`src/rtl/tcp_tuple_extractor_q.sv`:
```
// rtl/tcp_tuple_extractor_q.sv - cut-through TCP flow-tuple extractor with a descriptor queue
// Words pass unchanged through a fallthrough FIFO; the header parser never backpressures the datapath.
module tcp_tuple_extractor_q #(
    parameter int DATA_WIDTH      = 64,
    parameter int CTRL_WIDTH      = 8,
    parameter int TUPLE_SZ        = 96,
    parameter int DESC_DEPTH_BITS = 2,
    parameter int IN_FIFO_BITS    = 3,
    parameter int CNT_WIDTH       = 32,
    parameter int NORM_MODE       = 0
) (
    input  logic                  clk,
    input  logic                  reset,
    input  logic [DATA_WIDTH-1:0] in_data,
    input  logic [CTRL_WIDTH-1:0] in_ctrl,
    input  logic                  in_wr,
    output logic                  in_rdy,
    output logic [DATA_WIDTH-1:0] out_data,
    output logic [CTRL_WIDTH-1:0] out_ctrl,
    output logic                  out_wr,
    input  logic                  out_rdy,
    input  logic                  bloom_rdy,
    output logic                  bloom_wr,
    output logic [TUPLE_SZ-1:0]   tuple,
    output logic [8:0]            tcp_flags,
    output logic [CNT_WIDTH-1:0]  num_tcp,
    output logic [CNT_WIDTH-1:0]  num_desc_drop,
    output logic [CNT_WIDTH-1:0]  num_short
);

    localparam int IW         = CTRL_WIDTH + DATA_WIDTH;
    localparam int DW         = TUPLE_SZ + 9;
    localparam int IN_DEPTH   = 1 << IN_FIFO_BITS;
    localparam int DESC_DEPTH = 1 << DESC_DEPTH_BITS;

    typedef enum logic [6:0] {
        S_IDLE = 7'b0000001,
        S_W2   = 7'b0000010,
        S_W3   = 7'b0000100,
        S_W4   = 7'b0001000,
        S_W5   = 7'b0010000,
        S_W6   = 7'b0100000,
        S_SKIP = 7'b1000000
    } state_t;

    logic [IW-1:0]         in_mem [IN_DEPTH];
    logic [IN_FIFO_BITS:0] in_wptr, in_rptr;
    logic                  in_fifo_empty, in_fifo_full, in_fifo_wr_en, in_fifo_rd_en;

    assign in_fifo_empty = (in_wptr == in_rptr);
    assign in_fifo_full  = (in_wptr[IN_FIFO_BITS] != in_rptr[IN_FIFO_BITS]) &&
                           (in_wptr[IN_FIFO_BITS-1:0] == in_rptr[IN_FIFO_BITS-1:0]);
    assign in_rdy        = !in_fifo_full;
    assign in_fifo_wr_en = in_wr && !in_fifo_full;
    assign in_fifo_rd_en = !in_fifo_empty && out_rdy;
    assign out_wr        = in_fifo_rd_en;
    assign {out_ctrl, out_data} = in_mem[in_rptr[IN_FIFO_BITS-1:0]];

    always_ff @(posedge clk) begin
        if (in_fifo_wr_en)
            in_mem[in_wptr[IN_FIFO_BITS-1:0]] <= {in_ctrl, in_data};
    end

    always_ff @(posedge clk or posedge reset) begin
        if (reset) begin
            in_wptr <= '0;
            in_rptr <= '0;
        end else begin
            if (in_fifo_wr_en) in_wptr <= in_wptr + 1'b1;
            if (in_fifo_rd_en) in_rptr <= in_rptr + 1'b1;
        end
    end

    state_t      state;
    logic [31:0] srcip, dstip;
    logic [15:0] sport, dport;
    logic        eop, in_hdr, push, tcp_inc, short_inc;

    assign eop       = |out_ctrl;
    assign in_hdr    = (state == S_W2) || (state == S_W3) || (state == S_W4) ||
                       (state == S_W5) || (state == S_W6);
    assign push      = in_fifo_rd_en && (state == S_W6) && !eop;
    assign tcp_inc   = in_fifo_rd_en && (state == S_W3) && !eop && (out_data[7:0] == 8'h06);
    assign short_inc = in_fifo_rd_en && in_hdr && eop;

    // Parser only advances on words that actually leave the FIFO.
    always_ff @(posedge clk or posedge reset) begin
        if (reset) begin
            state <= S_IDLE;
            srcip <= '0;
            dstip <= '0;
            sport <= '0;
            dport <= '0;
        end else if (in_fifo_rd_en) begin
            case (state)
                S_IDLE: if (!eop) state <= S_W2;
                S_W2: begin
                    if (eop)
                        state <= S_IDLE;
                    else if (out_data[31:16] == 16'h0800 && out_data[15:8] == 8'h45)
                        state <= S_W3;
                    else
                        state <= S_SKIP;
                end
                S_W3: begin
                    if (eop)                         state <= S_IDLE;
                    else if (out_data[7:0] == 8'h06) state <= S_W4;
                    else                             state <= S_SKIP;
                end
                S_W4: begin
                    if (eop) begin
                        state <= S_IDLE;
                    end else begin
                        srcip        <= out_data[47:16];
                        dstip[31:16] <= out_data[15:0];
                        state        <= S_W5;
                    end
                end
                S_W5: begin
                    if (eop) begin
                        state <= S_IDLE;
                    end else begin
                        dstip[15:0] <= out_data[63:48];
                        sport       <= out_data[47:32];
                        dport       <= out_data[31:16];
                        state       <= S_W6;
                    end
                end
                S_W6:    state <= eop ? S_IDLE : S_SKIP;
                S_SKIP:  if (eop) state <= S_IDLE;
                default: state <= S_IDLE;
            endcase
        end
    end

    logic swap;
    logic [DW-1:0] new_desc;

    always_comb begin
        swap = 1'b0;
        if (NORM_MODE == 0)
            swap = out_data[4];
        else
            swap = ({dstip, dport} < {srcip, sport});
    end

    assign new_desc = swap ? {dstip, srcip, dport, sport, out_data[8:0]}
                           : {srcip, dstip, sport, dport, out_data[8:0]};

    logic [DW-1:0]            dq_mem [DESC_DEPTH];
    logic [DESC_DEPTH_BITS:0] dq_wptr, dq_rptr;
    logic                     dq_empty, dq_full, dq_pop, dq_push, drop_inc;

    assign dq_empty = (dq_wptr == dq_rptr);
    assign dq_full  = (dq_wptr[DESC_DEPTH_BITS] != dq_rptr[DESC_DEPTH_BITS]) &&
                      (dq_wptr[DESC_DEPTH_BITS-1:0] == dq_rptr[DESC_DEPTH_BITS-1:0]);
    assign dq_pop   = !dq_empty && bloom_rdy;
    // A pop in the same cycle frees the slot the push lands in.
    assign dq_push  = push && (!dq_full || dq_pop);
    assign drop_inc = push && dq_full && !dq_pop;
    assign bloom_wr = dq_pop;
    assign {tuple, tcp_flags} = dq_empty ? '0 : dq_mem[dq_rptr[DESC_DEPTH_BITS-1:0]];

    always_ff @(posedge clk) begin
        if (dq_push)
            dq_mem[dq_wptr[DESC_DEPTH_BITS-1:0]] <= new_desc;
    end

    always_ff @(posedge clk or posedge reset) begin
        if (reset) begin
            dq_wptr       <= '0;
            dq_rptr       <= '0;
            num_tcp       <= '0;
            num_desc_drop <= '0;
            num_short     <= '0;
        end else begin
            if (dq_push) dq_wptr <= dq_wptr + 1'b1;
            if (dq_pop)  dq_rptr <= dq_rptr + 1'b1;
            if (tcp_inc && num_tcp != '1)         num_tcp       <= num_tcp + 1'b1;
            if (drop_inc && num_desc_drop != '1)  num_desc_drop <= num_desc_drop + 1'b1;
            if (short_inc && num_short != '1)     num_short     <= num_short + 1'b1;
        end
    end

endmodule
```
`config.mk`:
```
export PLATFORM = sky130hd
export DESIGN_NAME = tcp_tuple_extractor_q
export DESIGN_NICKNAME = d
export VERILOG_FILES = /design/src/rtl/tcp_tuple_extractor_q.sv
export SDC_FILE = /design/constraint.sdc
export NUM_CORES = 1
export LEC_CHECK = 0
export CAP_MARGIN = 30
export CORE_MARGIN = 2
export CORE_UTILIZATION = 55
export CTS_BUF_LIST = sky130_fd_sc_hd__clkbuf_16
export CTS_CLUSTER_SIZE = 20
export DETAILED_ROUTE_END_ITERATION = 12
export GPL_TIMING_DRIVEN = 0
export PLACE_DENSITY = 0.75
export SETUP_SLACK_MARGIN = 0.1
export SYNTH_ARGS = -nofsm -noshare
export SYNTH_HDL_FRONTEND = slang
export SYNTH_SLANG_ARGS = --single-unit
export TNS_END_PERCENT = 20
```
`constraint.sdc`:
```
create_clock -name clk -period 13.05 [get_ports clk]
set_input_delay 1.9575 -clock clk [delete_from_list [all_inputs] [get_ports clk]]
set_output_delay 1.9575 -clock clk [all_outputs]
set_load 0.01 [all_outputs]
```
## After elaboration in Yosys (flattened, before gate mapping)

Memory sizes are Yosys's and may differ from the RTL's.
Index checks and enable logic that the tools add are counted.

| storage, ports and cells | value |
|---|---|
| memories | 2 |
| output and inout port bits | 276 |
| register bits after elaboration | 213 |
| memory bits (writable) | 996 |

| operators by class | value |
|---|---|
| multiplexer cells | 16 |
| reduce and logical (&&, ||, !) cells | 34 |
| add/subtract/negate cells | 7 |
| equal/unequal tests | 21 |
| bitwise operators | 1 |

Memories:

| memory | words | width | read ports | clocked after memory_dff | write ports | RTL line | text |
|---|---|---|---|---|---|---|---|
| in_mem | 8 | 72 | 1 | 0 | 1 | 46 | `logic [IW-1:0] in_mem [IN_DEPTH];` |
| dq_mem | 4 | 105 | 1 | 0 | 1 | 150 | `logic [DW-1:0] dq_mem [DESC_DEPTH];` |

Operators with widths:

| kind | count |
|---|---|
| two-way mux 105 bit | 2 |
| adder 32 x 1 -> 32 bit (second input constant) | 3 |
| != test 32 bit (second input constant) | 3 |
| two-way mux 7 bit | 7 |
| one-hot mux 7 bit (7 select lines) | 1 |
| logical AND 1 bit | 19 |
| equality test 16 x 12 -> 1 bit (second input constant) | 1 |
| AND reduction 3 bit | 3 |
| adder 4 x 1 -> 4 bit (second input constant) | 2 |
| equality test 8 x 3 -> 1 bit (second input constant) | 1 |
| equality test 8 x 7 -> 1 bit (second input constant) | 1 |
| OR reduction 8 bit | 1 |
| equality test 7 x 1 -> 1 bit (second input constant) | 1 |
| equality test 7 x 2 -> 1 bit (second input constant) | 1 |
| equality test 7 x 3 -> 1 bit (second input constant) | 1 |
| equality test 7 x 4 -> 1 bit (second input constant) | 1 |
| equality test 7 x 5 -> 1 bit (second input constant) | 1 |
| equality test 7 x 6 -> 1 bit (second input constant) | 1 |
| equality test 7 bit (second input constant) | 1 |
| adder 3 x 1 -> 3 bit (second input constant) | 2 |
| equality test 3 bit | 2 |
| logical NOT 1 bit | 6 |
| two-way mux 6 bit | 1 |
| logical OR 1 bit | 5 |
| other kinds (7) | 12 |

## Depth between registers and ports, before layout

| logic depth | value |
|---|---|
| depth after elaboration | 8 |
| mapped depth | 12 |

## Worst setup path after synthesis

OpenSTA, ideal clock, no wires.

| timing path | value |
|---|---|
| path kind | input to register |
| start point | input port in_wr |
| end point | memory in_mem[0][0] (netlist name), enable pin |
| required time | 12,459 ps |
| path slack | 5,193 ps |
| path buffers | 1 |
| cell stages on the path | 4 |
| arrival time | 7,266 ps |
| setup time | 591 ps |
| cell sequence | and2_0 -> clkbuf_1 -> nand2b_1 -> nor3_1 |

| between the ends | value |
|---|---|
| cells in the longest elaborated chain, start to end | 3 |

RTL lines:

| what | RTL line | text |
|---|---|---|
| start: declaration | 16 | `input logic in_wr,` |
| logical AND 1 bit | 54 | `assign in_fifo_wr_en = in_wr && !in_fifo_full;` |
| two-way mux 1 bit | 60 | `if (in_fifo_wr_en)` |
| two-way mux 1 bit (not written as such) | 61 | `in_mem[in_wptr[IN_FIFO_BITS-1:0]] <= {in_ctrl, in_data};` |
| end: declaration | 46 |  |

Every way passes these cells.

## Final worst setup path

| timing path | value |
|---|---|
| start point | register in_rptr[2] |
| end point | output port out_ctrl[3] |

| between the ends | value |
|---|---|
| cells in the longest elaborated chain, start to end | 1 |

RTL lines:

| what | RTL line | text |
|---|---|---|
| start: declaration | 47 | `logic [IN_FIFO_BITS:0] in_wptr, in_rptr;` |
| start signal: assignment | 70 | `if (in_fifo_rd_en) in_rptr <= in_rptr + 1'b1;` |
| memory read (8 x 72 bit) | n/a |  |
| end: declaration | 19 | `output logic [CTRL_WIDTH-1:0] out_ctrl,` |

Every way passes these cells.

==> reports/metrics.yaml <==
dp_hpwl_um: 82010
start_kind: "flip-flop"
viasPerCell: 6.014
cp_cell_sequence: "buf_6, buf_6, buf_2, buf_2, buf_2, buf_1, buf_2, mux4_2, mux2_2, clkdlybuf4s50_1"
cp-end-kind: "output pin"
crit_buf_inv: 8
critPathMaxStageDelay_ns: 0.52
synth_area_per_cell_sq_um: 18.06
grt_pass1_vias: 27192
r2r_end: "dq_mem[0][74]"
crit_fanout: 10
wl_met1_um: 43970
rr_startpoint: "in_rptr[0]"
ys_seq_area_share_pct: 72.55
synthCells: 2690
crit_required_ns: 11.09
path_class: "reg2out"
die_h_um: 301.2
rsz0062_at_grt: "no"
ant_nets: 0
ir_drop_v: 0.0001272
critical_path_arrival_ns: 4.65
pin_count: 353
hp-class: "reg2reg"
postCtsHoldBufs: 0
status: "finished, final reports clean"
reg2reg_depth: 11
cts_made_buffers: 116
synth_flop_cell: "edfxtp_1"
clock-sinks: 1209
clk_pin_slew_ns: 0.06
fin_ws_ns: 6.443
grt_max_degree: 133
hp-start: "num_short[22]"
port_buffers: 352
post-cts-setup-buffers: 0
cts-resized-gates: 0
area_growth_pct: 19.78
dieArea_sq_mm: 0.09070
cts_tree: "yes"
core_sq_mm: 0.08716
final_cell_mix: "edfxtp_1, nand2_1, clkdlybuf4s50_1"
period_share_pct: 50.63
async_flop_share_pct: 17.62
gp_congestion: 0.8703
leakage_nw: 21.79
grt_pass1_wl_um: 175100
cts_max_level: 3
setup_viol: 0
yosys-top-cells-area: "edfxtp_1, mux4_2, dfrtp_1, mux2_2, nand2_1"
clockBufferDepth: 3
vias: 26881
start_util_pct: 55.73
drc_errors: 0
crit_family: "buffers and inverters"
yosysWarnings: 0
clk-insertion-delay-late_ns: 0.70
fin_setup_tns_ns: 0
fin_worst_skew_ns: 0.03649
std_cell_rows: 108
antenna_found_initial: 19
seq_area_sq_mm: 0.03524
hold_end: "num_short[22]"
syn_area_sq_mm: 0.04857
clock-root-buffer: "clkbuf_16"
drv_slew: 0
fmax_ghz: 0.1514
fin_crit_ns: 6.607
drt-total-wl_um: 119900
grt_remaining_overflow: 0
worstHoldPathCells: 1
p_per_area_mw_per_mm2: 195.7
synth_top_area_share_pct: 61.58
top_layer: "met5"
drv_cap: 0
drt_pre_antenna_iters: 6
wl_met2_um: 60310
die_w_um: 301.2
hold_viol_final: 0
final_common_cell: "edfxtp_1"
relSlewSlack_pct: 34.04
post_drt_wl_per_cell_um: 26.83
grt_usage_pct: 26.41
fill_cells: 5607
drtIter0Drc: 2879
multi_input_area_sq_mm: 0.01269
synth_seq_cells: 1209
crit_top_cell: "buf_2"
synth_edf_count: 996
synthDistinctLibCells: 68
wl_met3_um: 11200
worst-slew-pin-transition_ns: 0.9894
drive_gt1_share_pct: 21.47
synth_top_area_cell: "edfxtp_1"
critPathSlowestCell: "buf_1"
r2r_setup_slack_ns: 9.19
fin_nets: 3296
synthesis.nets: 2777
pre_cts_slack_ns: 7.198
-- worst reg2reg max path, cell delays in order (launching register included) --
cell	delay [ns]
dfrtp_1	0.43
buf_6	0.19
buf_6	0.19
buf_4	0.27
buf_2	0.37
buf_2	0.35
mux2i_1	0.28
buf_4	0.24
clkbuf_1	0.54
buf_1	0.47
nand2_1	0.11
nand2_1	0.23
-- cells in the mapped netlist, types with 17 or more instances --
cell      count
edfxtp_1    996
inv_1        18
nor3_1       29
dfrtp_1     212
nand4_1      25
buf_1        27
and3_1       19
nor4_1       17
nor2b_1     110
nand3_1      44
nand2_1     353
clkbuf_1     58
xnor2_1      66
mux4_2      246
mux2_2      167
nor2_1       55
buf_2        36
xor2_1       45
-- power breakdown --
group | switching [mW] | leakage, nW | internal (mW)
Combinational | 2.14 | 6.93 | 1.42
Sequential | 0.0856 | 12.9 | 4.51
Clock | 1.41 | 1.93 | 1.83
-- worst max path at each step --
stage	start	to	slack [ns]	cells past startpoint
floorplan	in_wr	in_mem[0][0]	5.19	4
global placement	in_wr	in_mem[2][9]	-0.40	5
detailed placement	in_rptr[1]	out_data[35]	7.20	9
CTS	in_rptr[1]	out_data[35]	6.44	9
global route	in_rptr[1]	out_data[35]	6.30	9
finish	in_rptr[2]	out_ctrl[3]	6.44	10
-- registers in the layout (all words and copies together), names as in the netlist, 32 cells and up --
name           flops
dq_mem           420
dstip             32
in_mem           576
num_desc_drop     32
num_short         32
num_tcp           32
srcip             32
-- layer usage --
metal  GRT usage [%]  vias to the layer above
met5               0                        -
met4           9.476                       18
met3           6.159                      250
met2           43.65                     1238
met1           34.62                    13913
li1                -                    11462
-- cells by family after synthesis --
group | count (synthesis) | share of synthesized area [%]
adder cells (fa/ha/maj) | 10 | 0.2576
AND/OR/NAND/NOR | 726 | 7.404
XOR/XNOR | 111 | 2.002
buffers and inverters | 156 | 1.461
AO/OA/AOI/OAI | 53 | 0.7832
flip-flops | 1209 | 72.55
multiplexers | 425 | 15.54
-- final cells by class --
class                   instances  area share, %
inverters                      19         0.1355
plain buffers                 137          1.097
diodes                          8        0.03441
clock inverters                98          1.245
repair buffers                401          7.551
well taps                    1155          2.484
multi-input cells            1325          21.81
flip-flops and latches       1209          60.57
clock buffers                 118          5.075
-- metrics by stage --
step                power, mW  util (%)  cell area (sq um)  hold WS, ns  std cells
CTS                     11.42     66.72              58150       0.4905       4461
finish                  11.38     66.75              58180       0.4946       4470
global placement        8.104     61.43              53540       0.4749       4197
detailed placement      8.196     62.50              54470       0.4806       4245
floorplan               6.552         -              48570       0.4617       2690
global route            11.76     66.74              58170       0.5073       4466
Note: power is estimated with default switching activity, not from simulation.
